===== config.mk =====
export PLATFORM = sky130hd
export DESIGN_NAME = seq_div
export DESIGN_NICKNAME = d
export VERILOG_FILES = /design/src/rtl/seq_div_pkg.sv /design/src/rtl/param_adder.sv /design/src/rtl/seq_div.sv
export SDC_FILE = /design/constraint.sdc
export NUM_CORES = 1
export LEC_CHECK = 0
export CORE_MARGIN = 5
export CORE_UTILIZATION = 42
export DETAILED_ROUTE_END_ITERATION = 6
export GPL_ROUTABILITY_DRIVEN = 0
export GPL_TIMING_DRIVEN = 0
export PLACE_DENSITY = 0.66
export SLEW_MARGIN = 5
export SYNTH_ARGS = -nofsm -noshare
export SYNTH_HDL_FRONTEND = slang
export SYNTH_SLANG_ARGS = --single-unit

===== constraint.sdc =====
create_clock -name i_clk -period 1.7 [get_ports i_clk]
set_input_delay 0.255 -clock i_clk [delete_from_list [all_inputs] [get_ports i_clk]]
set_output_delay 0.255 -clock i_clk [all_outputs]
set_load 0.02 [all_outputs]

===== src/rtl/seq_div_pkg.sv =====
// Shared definitions for the sequential restoring divider.
// Holds the FSM state encoding and the divide-by-zero quotient helper.
package seq_div_pkg;

  typedef enum logic [1:0] {
    IDLE = 2'd0,
    CALC = 2'd1,
    DONE = 2'd2
  } state_e;

  // All-ones quotient reported for a zero divisor, right-aligned to width bits.
  function automatic logic [31:0] div_zero_quot(input int unsigned width);
    return {32{1'b1}} >> (32 - width);
  endfunction

endpackage


===== src/rtl/param_adder.sv =====
// Generic ripple adder with carry-in and carry-out.
// The divider uses it as a subtractor: b = ~subtrahend, cin = 1.
module param_adder #(
  parameter int WIDTH = 8
) (
  input  logic [WIDTH-1:0] a,
  input  logic [WIDTH-1:0] b,
  input  logic             cin,
  output logic [WIDTH-1:0] sum,
  output logic             cout
);

  // Widen by one bit so the top bit of the result is the carry-out.
  assign {cout, sum} = {1'b0, a} + {1'b0, b} + {{WIDTH{1'b0}}, cin};

endmodule


===== src/rtl/seq_div.sv =====
// Sequential unsigned restoring divider, one quotient bit per clock.
// Optional feature macro: SEQ_DIV_ZERO_CHK_EN -- when defined, a zero divisor
// skips the iterations and finishes one cycle after the start with o_div_zero set.
// Without it a zero divisor runs the full loop and o_div_zero stays 0.
module seq_div
  import seq_div_pkg::*;
#(
  parameter int WIDTH = 4
) (
  input  logic             i_clk,
  input  logic             i_rst_n,
  input  logic             i_start,
  input  logic [WIDTH-1:0] i_dividend,
  input  logic [WIDTH-1:0] i_divisor,
  output logic [WIDTH-1:0] o_quot,
  output logic [WIDTH-1:0] o_rem,
  output logic             o_busy,
  output logic             o_done,
  output logic             o_div_zero
);

  localparam int CNT_W = (WIDTH > 1) ? $clog2(WIDTH) : 1;
  localparam logic [CNT_W-1:0] LAST_ITER = CNT_W'(WIDTH - 1);
`ifdef SEQ_DIV_ZERO_CHK_EN
  localparam logic [31:0] ZERO_QUOT = div_zero_quot(WIDTH);
`endif

  state_e           state_q, state_d;
  logic [CNT_W-1:0] cnt_q, cnt_d;
  logic [WIDTH-1:0] qd_q, qd_d;
  logic [WIDTH-1:0] divisor_q, divisor_d;
  logic [WIDTH:0]   prem_q, prem_d;
  logic [WIDTH-1:0] quot_q, quot_d;
  logic [WIDTH-1:0] rem_q, rem_d;
  logic             busy_q, busy_d;
  logic             done_q, done_d;
  logic             div_zero_q, div_zero_d;

  logic [WIDTH:0]   shifted;
  logic [WIDTH:0]   diff;
  logic             no_borrow;
  logic [WIDTH:0]   step_rem;
  logic [WIDTH-1:0] step_qd;
  logic             unused_prem_msb;

  // qd_q starts as the dividend and fills with quotient bits from the right;
  // its MSB is the next dividend bit pulled into the partial remainder.
  assign shifted = {prem_q[WIDTH-1:0], qd_q[WIDTH-1]};

  // The partial remainder stays below the divisor between steps, so its top bit is always zero.
  assign unused_prem_msb = prem_q[WIDTH];

  param_adder #(
    .WIDTH(WIDTH + 1)
  ) u_trial_sub (
    .a   (shifted),
    .b   (~{1'b0, divisor_q}),
    .cin (1'b1),
    .sum (diff),
    .cout(no_borrow)
  );

  assign step_rem = no_borrow ? diff : shifted;
  assign step_qd  = {qd_q[WIDTH-2:0], no_borrow};

  // Next-state logic: capture in IDLE, one restoring step per CALC cycle, single DONE cycle.
  always_comb begin
    state_d    = state_q;
    cnt_d      = cnt_q;
    qd_d       = qd_q;
    divisor_d  = divisor_q;
    prem_d     = prem_q;
    quot_d     = quot_q;
    rem_d      = rem_q;
    busy_d     = busy_q;
    done_d     = 1'b0;
    div_zero_d = 1'b0;
    case (state_q)
      IDLE: begin
        if (i_start) begin
          state_d   = CALC;
          qd_d      = i_dividend;
          divisor_d = i_divisor;
          prem_d    = '0;
          cnt_d     = '0;
          busy_d    = 1'b1;
        end
      end
      CALC: begin
`ifdef SEQ_DIV_ZERO_CHK_EN
        if (divisor_q == '0) begin
          state_d    = DONE;
          quot_d     = ZERO_QUOT[WIDTH-1:0];
          rem_d      = qd_q;
          done_d     = 1'b1;
          div_zero_d = 1'b1;
        end else
`endif
        begin
          prem_d = step_rem;
          qd_d   = step_qd;
          cnt_d  = cnt_q + CNT_W'(1);
          if (cnt_q == LAST_ITER) begin
            state_d = DONE;
            quot_d  = step_qd;
            rem_d   = step_rem[WIDTH-1:0];
            done_d  = 1'b1;
          end
        end
      end
      DONE: begin
        state_d = IDLE;
        busy_d  = 1'b0;
      end
      default: begin
        state_d = IDLE;
        busy_d  = 1'b0;
      end
    endcase
  end

  // State, datapath and registered outputs; reset discards any division in flight.
  always_ff @(posedge i_clk or negedge i_rst_n) begin
    if (!i_rst_n) begin
      state_q    <= IDLE;
      cnt_q      <= '0;
      qd_q       <= '0;
      divisor_q  <= '0;
      prem_q     <= '0;
      quot_q     <= '0;
      rem_q      <= '0;
      busy_q     <= 1'b0;
      done_q     <= 1'b0;
      div_zero_q <= 1'b0;
    end else begin
      state_q    <= state_d;
      cnt_q      <= cnt_d;
      qd_q       <= qd_d;
      divisor_q  <= divisor_d;
      prem_q     <= prem_d;
      quot_q     <= quot_d;
      rem_q      <= rem_d;
      busy_q     <= busy_d;
      done_q     <= done_d;
      div_zero_q <= div_zero_d;
    end
  end

  assign o_quot     = quot_q;
  assign o_rem      = rem_q;
  assign o_busy     = busy_q;
  assign o_done     = done_q;
  assign o_div_zero = div_zero_q;

endmodule


==> run summary, run 1 <==
status = finished, final reports clean
setup slack at placement = -41.5 ps
post-synthesis cell type count = 39
RSZ-0062 raised after global routing = yes
diode count = 0
Switching Power = 1.47 mW
Via density = 5.13
io pins = 22
Initial Utilization = 43.1%
GR Util All Layers = 13.9%
CTS Buffer Depth = 2
Clock H-tree levels = 1
Final setup viols = 0
# DRC = 0
post-route ant nets = 0
Mapped Cells = 125
clock root buffer = clkbuf_4
I/O Buffers = 20
Total Routed Length = 2.68 mm
Cell Rows = 20
Pleak = 0.771 nW
Initial DRT Pass Iterations = 4
Comb power frac = 57.4%
# fillers = 265
Clock Pin Slew Worst Setup and Hold Paths = 140 ps
class of the worst hold path = input port to asynchronous set/reset pin
CTS Sinks = 26
fin. max-slew vios = 0
vias in the first global route = 1010
syn_nets = 142
Synth Register Bits = 26
antenna violations before repair = 0
worst endpoint required time = 1950 ps
worst path arrival time = 1940 ps
Final #Nets = 175
Critical Path Source Type = flop
final hold violation count = 0
synthesized area = 1310 µm²
Crit. End Element = flop
layout cells sized above 1 = 21.0%
Power Density = 2090 nW/µm²
share of total power in the clock network = 11.9%
die area = 4330 µm²
total CTS buffers = 3
Seq/Total Area, Yosys = 49.8%
Non-Filler Instances = 201
dpl cells = 189
Vias = 1031
pin count of the biggest net entering global routing = 27
Pint = 2.12 mW
first-pass GRT wire length = 4.71 mm
PnR worst setup slack = 10.8 ps
Max-Cap Viols = 0
placed wire-length estimate = 1.87 mm
floorplan core area = 3030 µm²
Flop pwr share = 30.8%
Die H = 65.8 µm
clock latency on the worst-skew pair = 330 ps
Avg Synthesized Cell Area = 10.5 µm²
Sw Ratio = 41.1%
Die Width = 65.8 µm
Peak VDD IR = 956 µV
Worst slew margin = 60.1%
Syn-to-layout area delta = 31.7%
Final period util = 99.4%
routed len/inst = 13.3 µm
iteration-0 DRC count of the detailed router = 36
gr ovfl total = 0
Worst-Margin Slew = 594 ps
Tmin final = 1690 ps
CTS tree = built
CP Class = flop to flop
Layout Skew = 7.32 ps
yosys warns = 0
maximum clock rate = 592 MHz
Worst Path Max Fanout = 2
==> sequential cells by signal (all words and copies together), names as in the netlist <==
| name | count |
|---|---|
| o_done | 1 |
| cnt_q | 2 |
| state_q | 2 |
| o_busy | 1 |
| qd_q | 4 |
| o_rem | 4 |
| prem_q | 4 |
| o_quot | 4 |
| divisor_q | 4 |
==> area by class of cell <==
class | instances | area (µm²) | area share [%]
clock buffers | 3 | 22.5 | 1.31
well taps | 44 | 55.1 | 3.20
flip-flops and latches | 26 | 652 | 37.9
inverters | 8 | 31.3 | 1.82
repair buffers | 28 | 258 | 15.0
plain buffers | 4 | 35.0 | 2.04
clock inverters | 1 | 30.0 | 1.75
multi-input cells | 87 | 637 | 37.0
==> worst paths after layout <==
path                              start            to  slack [ps]  depth (start not counted)
hold reg to reg               o_quot[3]     o_quot[3]         490                          2
setup / recovery                qd_q[3]     prem_q[2]          10                          7
max in group asynchronous       i_rst_n     prem_q[0]         860                          2
hold / removal                  i_rst_n      o_rem[1]         440                          2
min in group i_clk         i_divisor[3]  divisor_q[3]         470                          3
setup reg to reg                qd_q[3]     prem_q[2]          10                          7
==> through the flow <==
step	instance area [µm²]	util [%]	setup TNS, ps	hold slack (ps)	total power [mW]
final	1720	56.8	0	439	3.59
after global routing	1720	56.8	-144	455	3.87
after CTS	1670	55.0	0	461	3.45
after detailed placement	1560	51.6	-222	462	2.89
after global placement	1560	51.6	-50.3	458	2.84
after floorplan	1310	-	0	-40.6	2.35
==> cell usage after synthesis <==
master,instances,share of area [%]
and2b_1,1,0.57
buf_4,1,0.57
conb_1,1,0.29
xor2_1,1,0.67
a22oi_1,3,1.7
o21ai_1,3,1.1
nand2_4,1,0.86
o41ai_1,1,0.67
nor2b_2,1,0.67
a22o_1,1,0.67
o21ai_0,8,3.1
o21a_1,1,0.57
a21o_1,1,0.57
nand4_1,6,2.9
buf_2,1,0.38
nor2_1,1,0.29
inv_1,7,2.0
clkinv_2,1,0.38
nor2b_4,1,1.1
a21oi_1,3,1.1
o311ai_1,2,1.3
o211ai_1,3,1.7
buf_6,2,1.7
nor4b_1,1,0.67
ha_1,5,4.8
nand3_1,2,0.77
a211o_1,1,0.67
o41ai_2,1,1.2
fa_1,1,1.5
mux2_4,1,1.1
o21bai_1,1,0.57
nor2b_1,3,1.4
and3b_1,1,0.67
nand2_1,27,7.8
dfrtp_1,26,50
nor3_1,1,0.38
o31a_4,1,1.3
nor3_4,1,1.2
o31ai_2,1,0.96
==> cell families (layout without fill, tap and decap cells) <==
group                      after synthesis  in the layout  share of synthesized area (%)
and+or+nand+nor                         47             47                           19.3
xor gates and xnor gates                 1              1                          0.671
AOI/OAI and AO/OA                       31             31                           17.4
buffers and inverters                   12             44                           5.08
DFF                                     26             26                           49.8
adders and majority gates                6              6                           6.32
other                                    1              1                          0.287
muxes                                    1              1                           1.15
==> power groups by stage <==
stage,clock (mW),combinational (mW),sequential [mW]
global placement,0,1.72,1.12
finish,0.427,2.06,1.10
detailed placement,0,1.76,1.13
floorplan,0,1.13,1.22
global route,0.464,2.25,1.15
CTS,0.439,1.91,1.10
==> cells in the final DEF, fill, tap and decap left out, types with 2 or more instances in the layout <==
master,instances
nand3_1,2
nand2_1,27
dfrtp_1,25
a22oi_1,3
clkbuf_4,3
inv_1,6
o211ai_1,3
o21ai_1,3
nor2b_4,2
nor2b_1,2
o21ai_0,8
buf_2,2
buf_4,8
buf_6,2
nand4_1,6
a21oi_1,3
ha_1,3
clkdlybuf4s50_1,19
==> per-layer routing <==
metal,track usage [%],vias to the layer above,wire length (µm)
li1,-,502,-
met1,19.0,490,1270
met2,21.9,35,1230
met3,2.21,4,144
met4,5.70,0,33
met5,0,-,0
==> what timing repair did <==
action / CTS / global route
hold buffers: 0 / 1
setup buffers: 4 / 3
hold endpoints to repair: 0 / 26
pin swaps: 5 / 4
endpoints found under the setup margin: 8 / 10
resized for setup: 5 / 5
==> worst max-delay path, cell delays in order (launching register included) <==
cell and delay, ps:
dfrtp_1 420, inv_1 70, ha_2 210, inv_1 60
fa_1 370, xor2_1 200, nand2_1 80, o211ai_1 200
Power figures use the tool's default switching activity.
==> run 2: changes to the inputs <==
--- a/config.mk
+++ b/config.mk
@@ -8,9 +8,9 @@
 export CORE_MARGIN = 5
 export CORE_UTILIZATION = 42
 export DETAILED_ROUTE_END_ITERATION = 6
+export DONT_BUFFER_PORTS = 1
 export GPL_ROUTABILITY_DRIVEN = 0
 export GPL_TIMING_DRIVEN = 0
-export PLACE_DENSITY = 0.66
 export SLEW_MARGIN = 5
 export SYNTH_ARGS = -nofsm -noshare
 export SYNTH_HDL_FRONTEND = slang
==> run 2 against run 1 <==
  * Sequential cell count unchanged
  * Sequential share of layout area up 5.1 points
  * Sequential power up 17%
  * Fmax up 3.1%
  * Critical path type unchanged
==> run summary, run 2 (synthesized netlist as in run 1, its figures left out) <==
Layout Skew = 1.66 ps (-5.67 ps)
Die H = 65.8 µm (unchanged)
CP max-delay cell = dfrtp_1
worst endpoint required time = 1890 ps (-60 ps)
I/O Buffers = 0 (-100%)
# DRC = 0 (unchanged)
clock latency on the worst-skew pair = 310 ps (-20 ps)
routed len/inst = 15.1 µm (+13%)
Max-Cap Viols = 0 (unchanged)
worst hold path depth = 2
Post-DP Area = 1360 µm² (-13%)
io pins = 22 (unchanged)
Total Routed Length = 2.68 mm (+0.22%)
GR Util All Layers = 12.5% (-1.4 points)
final hold violation count = 0 (unchanged)
CTS Sinks = 26 (unchanged)
Worst Path Max Fanout = 6 (+4)
first-pass GRT wire length = 4.29 mm (-8.8%)
Final period util = 96.4% (-2.9 points)
dpl cells = 169 (-11%)
Clock H-tree levels = 1 (unchanged)
Clock Pin Slew Worst Setup and Hold Paths = 140 ps (about the same)
iteration-0 DRC count of the detailed router = 42 (+17%)
worst-path cell chain = inv_2, ha_4, nor2b_4, o31a_4, nor3_4, o211ai_1
Crit. End Element = flop
Initial DRT Pass Iterations = 4 (unchanged)
diode count = 0 (unchanged)
fin. max-slew vios = 0 (unchanged)
slowest stage delay, CP = 400 ps (-20 ps)
final non-filler cell area = 1520 µm² (-12%)
most frequent cells in the layout = nand2_1 (27), dfrtp_1 (24), o21ai_0 (8)
CTS Buffer Depth = 2 (unchanged)
worst path arrival time = 1830 ps (-110 ps)
Worst-Margin Slew = 571 ps (-22.8 ps)
Vias = 977 (-5.2%)
vias in the first global route = 869 (-14%)
Final setup viols = 0 (unchanged)
Initial Utilization = 43.1% (unchanged)
pin count of the biggest net entering global routing = 27 (unchanged)
Die Width = 65.8 µm (unchanged)
Non-Filler Instances = 178 (-11%)
Worst slew margin = 61.7% (+1.5 points)
die area = 4330 µm² (unchanged)
cell count of the worst reg-to-reg path = 6 (-1)
Final #Nets = 153 (-13%)
post-route ant nets = 0 (unchanged)
Critical Path Source Type = flop
Syn-to-layout area delta = 16.3%
total CTS buffers = 3 (unchanged)
gr ovfl total = 0 (unchanged)
status = finished, final reports clean
CTS tree = built
Power Density = 2170 nW/µm² (+4.2%)
Tmin final = 1640 ps (-50.0 ps)
class of the worst hold path = input port to flop
clock root buffer = clkbuf_4
commonest non-fill, non-tap cell in the layout = nand2_1
layout cells sized above 1 = 25.4% (+4.4 points)
Peak VDD IR = 773 µV (-19%)
antenna violations before repair = 0 (unchanged)
final setup TNS = 0 ps (unchanged)
RSZ-0062 raised after global routing = yes
maximum clock rate = 610 MHz (+3.1%)
Pleak = 0.676 nW (-12%)
Via density = 5.49 (+7.0%)
floorplan core area = 3030 µm² (unchanged)
placed wire-length estimate = 1.87 mm (-0.31%)
Cell Rows = 20 (unchanged)
CP Class = flop to flop
-- run 2: cell count changes in the layout (fill, tap and decap cells not counted), moves of 2 or more --
cell,previous run,this run
buf_4,8,5
inv_1,6,4
clkdlybuf4s50_1,19,0
ha_4,1,3
inv_2,1,3
-- run 2: critical path: cells and delay by family (launching register included) --
family / cells / cell delay (ps)
flops: 1 / 400
simple gates: 2 / 410
compound gates: 2 / 460
fa+ha+maj: 1 / 200
buf+inv: 1 / 80
-- run 2: layout make-up --
type,instances,area [µm²]
Timing Repair Buffer,6,60.1
Multi-Input combinational cell,87,662
Fill cell,284,1510
Clock buffer,3,22.5
Buffer,4,35.0
Tap cell,44,55.1
Sequential cell,26,653
Inverter,8,31.3
-- run 2: power by group --
group          internal (mW)  switching [mW]  leakage (nW)
logic                  0.822           0.935         0.342
clock network         0.0827           0.175        0.0138
registers              0.909           0.378         0.320
-- run 2: timing repair --
item	CTS	global route
endpoints found under the hold margin	26	0
gates resized for setup	6	10
hold buffers	2	0
buffers inserted	2	2
pin swaps	6	7
setup endpoints to repair	9	8
gates cloned	0	0
-- run 2: final timing paths --
check                              from      endpoint  slack, ps
max                        divisor_q[1]      o_rem[2]         60
min                        i_divisor[1]  divisor_q[1]         60
max reg2reg                divisor_q[1]      o_rem[2]         60
min reg2reg                    cnt_q[0]      cnt_q[0]        520
max in group asynchronous       i_rst_n     prem_q[0]       1180
min in group asynchronous       i_rst_n     o_quot[1]        360
-- run 2: routing by layer --
layer | vias to the layer above | GRT usage, % | share of wire (%)
met5 | - | 0 | 0
met4 | 0 | 2.33 | 1.2
met3 | 4 | 2.89 | 4.4
met2 | 20 | 20.2 | 47
met1 | 492 | 17.3 | 47
li1 | 461 | - | -
-- run 2: through the flow --
step	util (%)	hold WS (ps)	power [mW]	setup WS [ps]
2_1_floorplan	-	-40.6	2.35	128
3_3_place_gp	45.0	-39.8	2.62	-41.5
3_5_place_dp	45.0	-39.9	2.68	-76.6
4_1_cts	48.1	53.4	3.07	-27.4
5_1_grt	50.2	35.9	3.53	-16.4
6_report	50.2	57.4	3.30	60.8
==> run 3: changes to the inputs <==
--- a/config.mk
+++ b/config.mk
@@ -11,7 +11,7 @@
 export DONT_BUFFER_PORTS = 1
 export GPL_ROUTABILITY_DRIVEN = 0
 export GPL_TIMING_DRIVEN = 0
-export SLEW_MARGIN = 5
+export SLEW_MARGIN = 20
 export SYNTH_ARGS = -nofsm -noshare
 export SYNTH_HDL_FRONTEND = slang
 export SYNTH_SLANG_ARGS = --single-unit
==> results of run 3 <==
The final DEF is identical to that of run 2; final timing and power are the same.
